File: src/rtl/keyboard_decoder.sv
// PS/2 set-2 scancode receiver and decoder producing one-cycle game command strobes.
// Handles E0 extension, F0 break codes and suppresses typematic repeats of the held key.
module keyboard_decoder #(
    parameter int unsigned TIMEOUT_CYCLES = 200000,
    parameter int unsigned TIMEOUT_WIDTH  = 18
) (
    input  logic       clock,
    input  logic       reset,
    input  logic       ps2_clock,
    input  logic       ps2_data,
    output logic       keyboard_locker,
    output logic [2:0] keyboard_data
);

    localparam int unsigned CNT_W  = 4;
    localparam int unsigned BYTE_W = 8;
    localparam int unsigned KEY_W  = BYTE_W + 1;
    localparam int unsigned CMD_W  = 3;

    localparam logic [BYTE_W-1:0] CODE_EXT   = 8'hE0;
    localparam logic [BYTE_W-1:0] CODE_BREAK = 8'hF0;

    typedef enum logic [1:0] {
        ST_IDLE  = 2'd0,
        ST_EXT   = 2'd1,
        ST_BREAK = 2'd2
    } state_t;

    // Two-flop synchronisers; idle-high reset values avoid a spurious edge after reset
    logic [1:0] clk_sync;
    logic [1:0] dat_sync;
    logic       clk_prev;
    logic       ps2_fall_c;
    logic       ps2_bit_c;

    always_ff @(posedge clock or posedge reset) begin
        if (reset) begin
            clk_sync <= 2'b11;
            dat_sync <= 2'b11;
            clk_prev <= 1'b1;
        end else begin
            clk_sync <= {clk_sync[0], ps2_clock};
            dat_sync <= {dat_sync[0], ps2_data};
            clk_prev <= clk_sync[1];
        end
    end

    assign ps2_fall_c = !clk_sync[1] && clk_prev;
    assign ps2_bit_c  = dat_sync[1];

    // Frame receiver with mid-frame idle timeout
    logic [CNT_W-1:0]         bit_cnt;
    logic [BYTE_W-1:0]        shift;
    logic                     start_ok;
    logic                     parity_ok;
    logic                     rx_valid;
    logic [TIMEOUT_WIDTH-1:0] timer;

    always_ff @(posedge clock or posedge reset) begin
        if (reset) begin
            bit_cnt   <= '0;
            shift     <= '0;
            start_ok  <= 1'b0;
            parity_ok <= 1'b0;
            rx_valid  <= 1'b0;
            timer     <= '0;
        end else begin
            rx_valid <= 1'b0;
            if (ps2_fall_c) begin
                timer <= '0;
                if (bit_cnt == CNT_W'(0)) begin
                    start_ok <= !ps2_bit_c;
                    bit_cnt  <= bit_cnt + CNT_W'(1);
                end else if (bit_cnt <= CNT_W'(8)) begin
                    shift   <= {ps2_bit_c, shift[BYTE_W-1:1]};
                    bit_cnt <= bit_cnt + CNT_W'(1);
                end else if (bit_cnt == CNT_W'(9)) begin
                    parity_ok <= (^shift) ^ ps2_bit_c;
                    bit_cnt   <= bit_cnt + CNT_W'(1);
                end else begin
                    bit_cnt  <= '0;
                    rx_valid <= (bit_cnt == CNT_W'(10)) && start_ok && parity_ok && ps2_bit_c;
                end
            end else if (bit_cnt != CNT_W'(0)) begin
                if (timer == TIMEOUT_WIDTH'(TIMEOUT_CYCLES - 1)) begin
                    bit_cnt <= '0;
                    timer   <= '0;
                end else begin
                    timer <= timer + TIMEOUT_WIDTH'(1);
                end
            end
        end
    end

    // {hit, command} for a make code
    function automatic logic [CMD_W:0] map_key(input logic ext, input logic [BYTE_W-1:0] code);
        logic [CMD_W:0] res;
        res = '0;
        if (ext) begin
            case (code)
                8'h75:   res = {1'b1, 3'd0};
                8'h72:   res = {1'b1, 3'd1};
                8'h6B:   res = {1'b1, 3'd2};
                8'h74:   res = {1'b1, 3'd3};
                default: res = '0;
            endcase
        end else begin
            case (code)
                8'h1D:   res = {1'b1, 3'd0};
                8'h1B:   res = {1'b1, 3'd1};
                8'h1C:   res = {1'b1, 3'd2};
                8'h23:   res = {1'b1, 3'd3};
                8'h29:   res = {1'b1, 3'd4};
                8'h1A:   res = {1'b1, 3'd5};
                8'h76:   res = {1'b1, 3'd6};
                default: res = '0;
            endcase
        end
        return res;
    endfunction

    state_t             state, state_d;
    logic               brk_ext, brk_ext_d;
    logic [KEY_W-1:0]   held_key, held_key_d;
    logic               held_valid, held_valid_d;
    logic               locker_d;
    logic [CMD_W-1:0]   data_d;
    logic [KEY_W-1:0]   make_key_c;
    logic [CMD_W:0]     map_c;

    always_ff @(posedge clock or posedge reset) begin
        if (reset) begin
            state           <= ST_IDLE;
            brk_ext         <= 1'b0;
            held_key        <= '0;
            held_valid      <= 1'b0;
            keyboard_locker <= 1'b0;
            keyboard_data   <= '0;
        end else begin
            state           <= state_d;
            brk_ext         <= brk_ext_d;
            held_key        <= held_key_d;
            held_valid      <= held_valid_d;
            keyboard_locker <= locker_d;
            keyboard_data   <= data_d;
        end
    end

    assign make_key_c = {state == ST_EXT, shift};
    assign map_c      = map_key(state == ST_EXT, shift);

    always_comb begin
        state_d      = state;
        brk_ext_d    = brk_ext;
        held_key_d   = held_key;
        held_valid_d = held_valid;
        locker_d     = 1'b0;
        data_d       = keyboard_data;
        if (rx_valid) begin
            case (state)
                ST_BREAK: begin
                    if (held_valid && (held_key == {brk_ext, shift})) begin
                        held_valid_d = 1'b0;
                    end
                    brk_ext_d = 1'b0;
                    state_d   = ST_IDLE;
                end
                default: begin
                    if (shift == CODE_EXT) begin
                        state_d = ST_EXT;
                    end else if (shift == CODE_BREAK) begin
                        brk_ext_d = (state == ST_EXT);
                        state_d   = ST_BREAK;
                    end else begin
                        state_d = ST_IDLE;
                        // Repeats of the held key are typematic and stay silent
                        if (!(held_valid && (held_key == make_key_c)) && map_c[CMD_W]) begin
                            held_key_d   = make_key_c;
                            held_valid_d = 1'b1;
                            locker_d     = 1'b1;
                            data_d       = map_c[CMD_W-1:0];
                        end
                    end
                end
            endcase
        end
    end

endmodule
File: config.mk
export PLATFORM = sky130hd
export DESIGN_NAME = keyboard_decoder
export DESIGN_NICKNAME = d
export VERILOG_FILES = /design/src/rtl/keyboard_decoder.sv
export SDC_FILE = /design/constraint.sdc
export NUM_CORES = 1
export LEC_CHECK = 0
export ABC_AREA = 0
export CORE_ASPECT_RATIO = 0.8
export CORE_MARGIN = 10
export CORE_UTILIZATION = 48
export DETAILED_ROUTE_END_ITERATION = 12
export GPL_TIMING_DRIVEN = 0
export HOLD_SLACK_MARGIN = 0.15
export PLACE_DENSITY = 0.74
export SETUP_SLACK_MARGIN = 0.1
export SYNTH_ARGS = -nofsm -noshare
export SYNTH_HDL_FRONTEND = slang
export SYNTH_SLANG_ARGS = --single-unit
File: constraint.sdc
create_clock -name clock -period 4.18 [get_ports clock]
set_input_delay 0.836 -clock clock [delete_from_list [all_inputs] [get_ports clock]]
set_output_delay 0.836 -clock clock [all_outputs]
set_load 0.01 [all_outputs]
Word-level counts from Yosys, hierarchy flattened
Cells that the tools add are included.
- input bits: 4
- output and inout port bits: 4
- register bits after elaboration: 55
- logic and storage cells: 103
- reduce and logical (&&, ||, !) cells: 24
- muxes and demuxes: 32
- add/sub/neg operators: 2
- bitwise gates (word level): 6
- $lt $le $gt $ge: 1
- eq/ne operators: 23
- operators by type and width (operator ; count):
    $mux 18 ; 3
    $eq 8x7->1 const B ; 5
    $eq 8x5->1 const B ; 4
    $mux 4 ; 7
    $pmux 4 s7 ; 1
    $add 18x1->18 const B ; 1
    $eq 18x18->1 const B ; 1
    $eq 9x9->1 ; 2
    $mux 1 ; 17
    $eq 8x6->1 const B ; 2
    $eq 8x8->1 const B ; 2
    $pmux 4 s4 ; 1
    $reduce_and 5->1 ; 2
    $eq 4x4->1 const B ; 2
    $reduce_bool 2->1 ; 4
    $reduce_xor 8->1 ; 1
    $logic_and 1x1->1 ; 7
    $mux 2 ; 3
    $reduce_and 3->1 ; 2
    $not 1->1 ; 5
    $add 4x1->4 const B ; 1
    $le 4x4->1 const B ; 1
    $logic_not 4->1 ; 1
    $ne 2x1->1 const B ; 2
    other kinds (8) ; 11

Longest topological paths before layout
Gate-level depths: netlist of run 1.
- depth after elaboration: 10
- depth in mapped cells: 9
- depth with buffers taken out: 7

Worst setup path after synthesis of run 1
Ideal clock, no wire load.
- path type: register -> register
- from: reg shift[4]
- to: reg held_key[0]
- setup time: 0.125 ns
- path buffers: 1
- slack: 1.820 ns
- period minus slack after synthesis: 2.360 ns
- cell stages (with the launch flop): 9
- arrival: 2.235 ns
- data required time: 4.055 ns
- path through: dfrtp_1 > inv_1 > ha_1 > a22o_1 > a32o_1 > o31a_1 > o211ai_1 > buf_2 > mux2_2
- cells in the longest elaborated chain, start to end: 5
- elaborated cells between the ends (all ways): 23
- those cells by class: 14 x eq/ne; 3 x mux; 2 x bitwise; 4 x reduce/logical
- RTL lines (element ; RTL line ; text):
    start: declaration ; 53 ; logic [BYTE_W-1:0] shift;
    start signal: assignment ; 75 ; shift <= {ps2_bit_c, shift[BYTE_W-1:1]};
    $eq 8x7->1, or another cell as far along ; 108 ; case (code)
    $pmux 4 s7, or another cell as far along ; 108 ;
    $mux 4 / $logic_not 1->1 (equally long branches) ; 99, 177 ;
    $logic_and 1x1->1 ; 177 ; if (!(held_valid && (held_key == make_key_c)) && map_c[CMD_W]) begin
    $reduce_and 5->1 (no line) (*) ; n/a ;
    end signal: assignment ; 142 ; held_key <= held_key_d;
    end: declaration ; 124 ; logic [KEY_W-1:0] held_key, held_key_d;
Every way passes the cells marked *; elsewhere a longest branch is shown, timed or not.
A chain may end at the register's enable or synchronous reset.

Final worst setup path of run 1
- from: reg shift[0]
- to: reg held_key[4]
The elaborated chain is that of the path after synthesis.

==> metrics.json, run 1 <==
{
  "synth.avg_cell_area": {"value": 10.1, "unit": "µm²"},
  "postCtsResizedCells": {"value": 0},
  "antenna_cells_inserted": {"value": 0},
  "synth_sequential_area_ratio": {"value": 46.5, "unit": "%"},
  "dieHeight": {"value": 90.4, "unit": "µm"},
  "vdd_ir_drop_max": {"value": 0.000266, "unit": "V"},
  "status": {"value": "complete, no violations"},
  "initial_utilization": {"value": 50.0, "unit": "%"},
  "cts_hold_repair.buffers": {"value": 0},
  "grt_pass1_vias": {"value": 2068},
  "holdCritPathClass": {"value": "flop to flop"},
  "die-area": {"value": 9750, "unit": "µm²"},
  "switchingPower": {"value": 0.582, "unit": "mW"},
  "grt_pass1_wl": {"value": 9650, "unit": "µm"},
  "numCtsBuffers": {"value": 5},
  "layout_worst_path_cycle_share": {"value": 65.8, "unit": "%"},
  "detail_route.wl_per_cell": {"value": 13.9, "unit": "µm"},
  "worstSetupPathType": {"value": "flop to flop"},
  "required": {"value": 4.38, "unit": "ns"},
  "totalPowerFinal": {"value": 1.54, "unit": "mW"},
  "fin_setup_tns": {"value": 0, "unit": "ns"},
  "overflow": {"value": 0},
  "synthDistinctLibCells": {"value": 46},
  "floorplan.core_area": {"value": 5940, "unit": "µm²"},
  "detailedRoute.firstPassIterationCount": {"value": 4},
  "slew_headroom": {"value": 63.1, "unit": "%"},
  "synth.cell_area": {"value": 2970, "unit": "µm²"},
  "numPortBuffers": {"value": 7},
  "max-clock-path-buffers": {"value": 2},
  "synth-warning-count": {"value": 0},
  "cts_root_buf": {"value": "clkbuf_8"},
  "worst_path_arrival": {"value": 2.96, "unit": "ns"},
  "cts_setup_buffers": {"value": 0},
  "syn_nets": {"value": 317},
  "final_net_count": {"value": 332},
  "timing.max_cap.violations": {"value": 0},
  "drt-total-wl": {"value": 5430, "unit": "µm"},
  "final_layout_size_suffix_gt1_share": {"value": 10.3, "unit": "%"},
  "drtAntennaViolNets": {"value": 0},
  "period_minus_slack": {"value": 2.75, "unit": "ns"},
  "internal_power": {"value": 0.961, "unit": "mW"},
  "std_cell_rows": {"value": 25},
  "share_seq_of_total_power": {"value": 45.7, "unit": "%"},
  "clkSlewWorstSetupHoldPaths": {"value": 0.10, "unit": "ns"},
  "grt_antenna_before_repair": {"value": 0},
  "worst_skew_pair.late_latency": {"value": 0.31, "unit": "ns"},
  "timing_max_transition_violations_final": {"value": 0},
  "final_cell_count_no_fill": {"value": 391},
  "fin_skew": {"value": 0.00762, "unit": "ns"},
  "syn-instance-count": {"value": 294},
  "routed-via-count": {"value": 2167},
  "max_clock_freq": {"value": 363, "unit": "MHz"},
  "synth-edff-count": {"value": 0},
  "power.density": {"value": 473, "unit": "nW/µm²"},
  "power.leakage": {"value": 1.47, "unit": "nW"},
  "setup_violations": {"value": 0},
  "io_pins": {"value": 8},
  "cts_tree": {"value": "done"},
  "synthArstFlopShare": {"value": 100, "unit": "%"},
  "grt_usage": {"value": 11.7, "unit": "%"},
  "clock_power_share": {"value": 20.4, "unit": "%"},
  "slew_at_the_pin_with_the_worst_max_slew_slack": {"value": 0.551, "unit": "ns"},
  "worstPathMaxFanout": {"value": 10},
  "critical_path.startpoint_type": {"value": "flop"},
  "p_sw_share": {"value": 37.7, "unit": "%"},
  "postSynth.topFlopCell": {"value": "dfrtp_1"},
  "gp_routability_congestion": {"value": 0.905},
  "timing.critical_path.to_type": {"value": "flop"},
  "ys_ff_latch": {"value": 55},
  "grt_start_max_net_pins": {"value": 32},
  "route.detailed.drc": {"value": 0},
  "clock_sink_count": {"value": 55},
  "routed_via_density": {"value": 5.54},
  "dp_cells": {"value": 383},
  "number_of_drc_markers_in_iteration_0": {"value": 124},
  "comb_power_share": {"value": 33.8, "unit": "%"},
  "dpl.hpwl": {"value": 3990, "unit": "µm"},
  "unrepaired_setup_endpoints_after_global_routing": {"value": "false"},
  "dieWidth": {"value": 108, "unit": "µm"},
  "ctsHtreeMaxLevel": {"value": 2},
  "final-hold-violation-count": {"value": 0},
  "layout-area-overhead-vs-synth": {"value": 9.77, "unit": "%"}
}
stage by stage:
step	hold WS [ns]	util [%]	setup slack, ns	instance area (µm²)
CTS	0.362	54.9	1.46	3260
global route	0.365	54.9	1.28	3260
global placement	0.346	52.9	0.985	3140
detailed placement	0.347	53.2	1.50	3160
floorplan	0.345	-	1.82	2970
finish	0.362	54.9	1.43	3260
flip-flops by register name, summed over array words and instances, names as in the netlist, 2 cells and up:
register / count
timer: 18
held_key: 9
shift: 8
bit_cnt: 4
keyboard_data: 3
clk_sync: 2
dat_sync: 2
state: 2
power groups by stage:
stage               Sequential (mW)  Combinational, mW  Clock [mW]
global route                  0.722              0.591       0.348
CTS                           0.705              0.522       0.322
floorplan                     0.690              0.415           0
detailed placement            0.714              0.516           0
global placement              0.710              0.500           0
finish                        0.706              0.522       0.315
Yosys cell counts, types with 2 or more instances:
cell       number  area (µm²)
nand3_1        10        50.1
o31ai_1         3        22.5
nor2b_1         2        12.5
o41ai_1         2        17.5
nand4_1        14        87.6
xor2_1         12         105
nand2b_1        2        12.5
nor3_1          7        35.0
inv_1          20        75.1
ha_1           19         238
clkbuf_1        4        15.0
a21o_1          2        15.0
nand2_1        27         101
mux2_2         11         124
o2111ai_1       2        17.5
dfstp_2         5         131
nor4_1          5        31.3
and2_1          2        12.5
nor2_1         21        78.8
dfrtp_1        50        1250
mux2i_1         2        20.0
o211ai_1        2        15.0
a21oi_1        10        50.1
o22ai_1         2        12.5
nor4b_1         2        17.5
o21ai_0        21         105
and4_1          2        17.5
a22o_1          2        17.5
xnor2_1        14         123
metal layers:
layer | vias to the layer above | wire [µm] | GRT usage [%]
met5 | - | 0 | 0
met4 | 0 | 76 | 4.00
met3 | 7 | 198 | 2.35
met2 | 44 | 2210 | 16.0
met1 | 1042 | 2940 | 17.6
li1 | 1074 | - | -
final cells by class:
cell class                      count  area (µm²)
Inverter                           20        75.1
Tap cell                           81         101
Multi-Input combinational cell    213        1490
Clock inverter                      2        16.3
Timing Repair Buffer                8        90.1
Buffer                              6        27.5
Sequential cell                    55        1380
Clock buffer                        6        82.6
Fill cell                         512        2680
logic make-up (layout without fill, tap and decap cells):
kind of cell	count (synthesis)	in the layout	synth area share [%]
DFF	55	55	46.5
and+or+nand+nor	100	100	17.1
adders and majority gates	19	19	8.00
AOI/OAI and AO/OA	55	55	12.4
xor gates and xnor gates	26	26	7.67
muxes	13	13	4.84
buffers and inverters	26	42	3.45
worst paths after layout:
check	slack (ns)	end	cells after the start	start
max	1.43	held_key[4]	8	shift[0]
min	0.36	dat_sync[1]	0	dat_sync[0]
max reg2reg	1.43	held_key[4]	8	shift[0]
min reg2reg	0.36	dat_sync[1]	0	dat_sync[0]
max in group asynchronous	2.70	clk_prev	3	reset
min in group asynchronous	0.87	keyboard_locker	2	reset
layout by cell type (no fill, tap or decap), types with 3 or more instances in the layout:
| cell type | netlist | routed |
|---|---|---|
| dfrtp_1 | 50 | 50 |
| nand2_1 | 27 | 27 |
| o21ai_0 | 21 | 21 |
| nor2_1 | 21 | 21 |
| inv_1 | 20 | 19 |
| ha_1 | 19 | 19 |
| xnor2_1 | 14 | 14 |
| nand4_1 | 14 | 14 |
| xor2_1 | 12 | 12 |
| mux2_2 | 11 | 11 |
| nand3_1 | 10 | 10 |
| a21oi_1 | 10 | 10 |
| nor3_1 | 7 | 7 |
| clkdlybuf4s50_1 | 0 | 7 |
| clkbuf_8 | 0 | 6 |
| nor4_1 | 5 | 5 |
| dfstp_2 | 5 | 5 |
| clkbuf_1 | 4 | 4 |
| o31ai_1 | 3 | 3 |
critical path: stages (launching register included):
cell      delay (ns)
dfrtp_1         0.48
inv_1           0.10
ha_1            0.26
a22o_1          0.22
a32o_1          0.29
o31a_1          0.28
o211ai_1        0.27
buf_2           0.36
mux2_2          0.37
No activity file was read; power rests on OpenSTA's default activity.
==> inputs of run 2 (changes only) <==
- clock period: 4.18 -> 2.7 ns (I/O delays scaled with it)
==> run 2 against run 1 <==
Compared with the run above: global-route usage grew 0.32 points; highest routed layer unchanged; die area is the same; clock-buffer cell count stayed put; register-to-register slack worse by 1.2 ns; critical endpoint unchanged; core utilization increased by 0.67 points; clock skew about the same; sequential share of layout area down 0.40 points; wire length rose by 2.0%.
==> metrics.json, run 2 (synthesized netlist as in run 1, its figures left out) <==
{
  "required": {"value": 2.90, "unit": "ns", "change": "was 4.38 ns"},
  "worstSetupPathType": {"value": "flop to flop", "change": "unchanged"},
  "cts_tree": {"value": "done", "change": "unchanged"},
  "layout.cells.most_common": {"value": "dfrtp_1", "change": "unchanged"},
  "die-area": {"value": 9750, "unit": "µm²", "change": "unchanged"},
  "worst_skew_pair.late_latency": {"value": 0.31, "unit": "ns", "change": "about the same"},
  "slew_headroom": {"value": 63.6, "unit": "%", "change": "was 63.1%"},
  "grt_pass1_vias": {"value": 2092, "change": "was 2,068"},
  "totalPowerFinal": {"value": 2.40, "unit": "mW", "change": "was 1.54 mW"},
  "clkSlewWorstSetupHoldPaths": {"value": 0.10, "unit": "ns", "change": "about the same"},
  "number_of_drc_markers_in_iteration_0": {"value": 116, "change": "was 124"},
  "worst-r2r-cell-count": {"value": 8, "change": "unchanged"},
  "std_cell_rows": {"value": 25, "change": "unchanged"},
  "fin_skew": {"value": 0.00760, "unit": "ns", "change": "was 0.00762 ns"},
  "whs_path_depth": {"value": 0, "change": "unchanged"},
  "overflow": {"value": 0, "change": "unchanged"},
  "final_net_count": {"value": 336, "change": "was 332"},
  "switchingPower": {"value": 0.901, "unit": "mW", "change": "was 0.582 mW"},
  "dpl.hpwl": {"value": 3990, "unit": "µm", "change": "unchanged"},
  "comb_power_share": {"value": 33.8, "unit": "%", "change": "about the same"},
  "grt_start_max_net_pins": {"value": 32, "change": "unchanged"},
  "drt-total-wl": {"value": 5530, "unit": "µm", "change": "was 5430 µm"},
  "groute.layer.met1.usage": {"value": 17.9, "unit": "%", "change": "was 17.6%"},
  "grt_usage": {"value": 12.1, "unit": "%", "change": "was 11.7%"},
  "holdCritPathClass": {"value": "flop to flop", "change": "unchanged"},
  "register_ranked_first_by_flip_flop_count": {"value": "timer", "change": "unchanged"},
  "p_sw_share": {"value": 37.6, "unit": "%", "change": "was 37.7%"},
  "layout.cells.most_common_list": {"value": "47 x dfrtp_1, 27 x nand2_1, 21 x o21ai_0, 20 x nor2_1", "change": "was 50 x dfrtp_1, 27 x nand2_1, 21 x o21ai_0, 21 x nor2_1"},
  "postLayoutCoreUtil": {"value": 55.5, "unit": "%", "change": "was 54.9%"},
  "dp_cells": {"value": 383, "change": "unchanged"},
  "detail_route.wl_per_cell": {"value": 14.0, "unit": "µm", "change": "was 13.9 µm"},
  "dieWidth": {"value": 108, "unit": "µm", "change": "unchanged"},
  "initial_utilization": {"value": 50.0, "unit": "%", "change": "unchanged"},
  "timing.critical_path.to_type": {"value": "flop", "change": "unchanged"},
  "routed_via_density": {"value": 5.56, "change": "was 5.54"},
  "critical_path.startpoint_type": {"value": "flop", "change": "unchanged"},
  "layout-area-overhead-vs-synth": {"value": 11.1, "unit": "%", "change": "was 9.77%"},
  "grt_pass1_wl": {"value": 9860, "unit": "µm", "change": "was 9650 µm"},
  "hold_path.startpoint": {"value": "dat_sync[0]", "change": "unchanged"},
  "cts_root_buf": {"value": "clkbuf_8", "change": "unchanged"},
  "detailedRoute.firstPassIterationCount": {"value": 4, "change": "unchanged"},
  "final_cell_count_no_fill": {"value": 395, "change": "was 391"},
  "ctsHtreeMaxLevel": {"value": 2, "change": "unchanged"},
  "setup_violations": {"value": 0, "change": "unchanged"},
  "route.detailed.drc": {"value": 0, "change": "unchanged"},
  "gp_routability_congestion": {"value": 0.905, "change": "unchanged"},
  "grt.busiest_layer": {"value": "met1", "change": "unchanged"},
  "global_route.usage.met3": {"value": 3.14, "unit": "%", "change": "was 2.35%"},
  "clock_sink_count": {"value": 55, "change": "unchanged"},
  "share_seq_of_total_power": {"value": 45.7, "unit": "%", "change": "about the same"},
  "worstPathMaxFanout": {"value": 6, "change": "was 10"},
  "clock_power_share": {"value": 20.5, "unit": "%", "change": "was 20.4%"},
  "setup_ws": {"value": 0.216, "unit": "ns", "change": "was 1.43 ns"},
  "grt_antenna_before_repair": {"value": 0, "change": "unchanged"},
  "reg2reg_slack": {"value": 0.22, "unit": "ns", "change": "was 1.43 ns"},
  "power.leakage": {"value": 1.48, "unit": "nW", "change": "was 1.47 nW"},
  "layout_worst_path_cycle_share": {"value": 92.0, "unit": "%", "change": "was 65.8%"},
  "io_pins": {"value": 8, "change": "unchanged"},
  "internal_power": {"value": 1.50, "unit": "mW", "change": "was 0.961 mW"},
  "largest_register_ffs": {"value": 18, "change": "unchanged"},
  "final-hold-violation-count": {"value": 0, "change": "unchanged"},
  "placement.setup.worst_slack": {"value": 0.0229, "unit": "ns", "change": "was 1.50 ns"},
  "timing.max_cap.violations": {"value": 0, "change": "unchanged"},
  "routed-via-count": {"value": 2195, "change": "was 2,167"},
  "final_layout_size_suffix_gt1_share": {"value": 13.1, "unit": "%", "change": "was 10.3%"},
  "floorplan.core_area": {"value": 5940, "unit": "µm²", "change": "unchanged"},
  "vdd_ir_drop_max": {"value": 0.000410, "unit": "V", "change": "was 0.000266 V"},
  "largest_registers": {"value": "timer: 18 flops, held_key: 9 flops, shift: 8 flops", "change": "unchanged"},
  "groute.layer.met2.usage": {"value": 16.0, "unit": "%", "change": "unchanged"},
  "worstReg2RegStart": {"value": "shift[4]", "change": "was shift[0]"},
  "period_minus_slack": {"value": 2.48, "unit": "ns", "change": "was 2.75 ns"},
  "power.density": {"value": 726, "unit": "nW/µm²", "change": "was 473 nW/µm²"},
  "status": {"value": "complete, no violations", "change": "unchanged"},
  "dieHeight": {"value": 90.4, "unit": "µm", "change": "unchanged"},
  "slew_at_the_pin_with_the_worst_max_slew_slack": {"value": 0.545, "unit": "ns", "change": "was 0.551 ns"},
  "max-clock-path-buffers": {"value": 2, "change": "unchanged"},
  "whs_endpoint": {"value": "dat_sync[1]", "change": "unchanged"},
  "max_clock_freq": {"value": 403, "unit": "MHz", "change": "was 363 MHz"},
  "drtAntennaViolNets": {"value": 0, "change": "unchanged"},
  "numPortBuffers": {"value": 7, "change": "unchanged"},
  "critical_path.reg2reg.endpoint": {"value": "held_key[4]", "change": "unchanged"},
  "timing_max_transition_violations_final": {"value": 0, "change": "unchanged"},
  "antenna_cells_inserted": {"value": 0, "change": "unchanged"},
  "fin_hold_ws": {"value": 0.362, "unit": "ns", "change": "about the same"},
  "worst_path_arrival": {"value": 2.69, "unit": "ns", "change": "was 2.96 ns"},
  "unrepaired_setup_endpoints_after_global_routing": {"value": "false", "change": "unchanged"},
  "numCtsBuffers": {"value": 5, "change": "unchanged"}
}
## run 2: cell type report
cell class              count  area, µm²
fillers                   513       2640
multi-input cells         213       1490
flip-flops and latches     55       1390
repair buffers             12        120
well taps                  81        101
clock buffers               6       82.6
inverters                  20       75.1
plain buffers               6       31.3
clock inverters             2       16.3
## run 2: timing repair
| item | CTS | global route |
|---|---|---|
| endpoints found under the setup margin | 7 | 20 |
| hold buffers | 0 | 0 |
| pin swaps | 1 | 0 |
| resized for setup | 1 | 10 |
| cloned | 1 | 0 |
| buffers inserted | 3 | 0 |
## run 2: worst max-delay path: stages, from the launching register on
cell and delay, ns:
dfrtp_2 0.42, inv_1 0.07, ha_1 0.25, a22o_1 0.27
a32o_1 0.29, o31a_1 0.28, o211ai_1 0.21, buf_4 0.24
mux2_2 0.34
## run 2: how the worst max path moves through the flow
| stage | start | endpoint | slack, ns | cells past startpoint |
|---|---|---|---|---|
| after floorplan | shift[4] | held_key[0] | 0.34 | 8 |
| after global placement | reset | keyboard_data[2] | -0.20 | 2 |
| after detailed placement | shift[0] | held_key[4] | 0.02 | 8 |
| after CTS | shift[0] | held_key[1] | 0.10 | 8 |
| after global routing | shift[1] | held_key[4] | 0.11 | 8 |
| final | shift[4] | held_key[4] | 0.22 | 8 |
## run 2: metrics by stage
step	TNS [ns]	instance area, µm²
after floorplan	0	2970
after global placement	-9.83	3140
after detailed placement	0	3160
after CTS	0	3300
after global routing	0	3300
final	0	3300
## run 2: metal layers
metal | routed length (µm) | vias to the layer above
met1 | 2920 | 1058
met2 | 2270 | 44
met5 | 0 | -
met3 | 268 | 7
li1 | - | 1086
met4 | 76 | 0
## run 2: power groups by stage
stage	clock network, mW	registers (mW)	logic (mW)
after floorplan	0	1.07	0.642
after global placement	0	1.10	0.774
after detailed placement	0	1.11	0.799
after CTS	0.498	1.09	0.808
after global routing	0.538	1.12	0.919
final	0.491	1.10	0.810
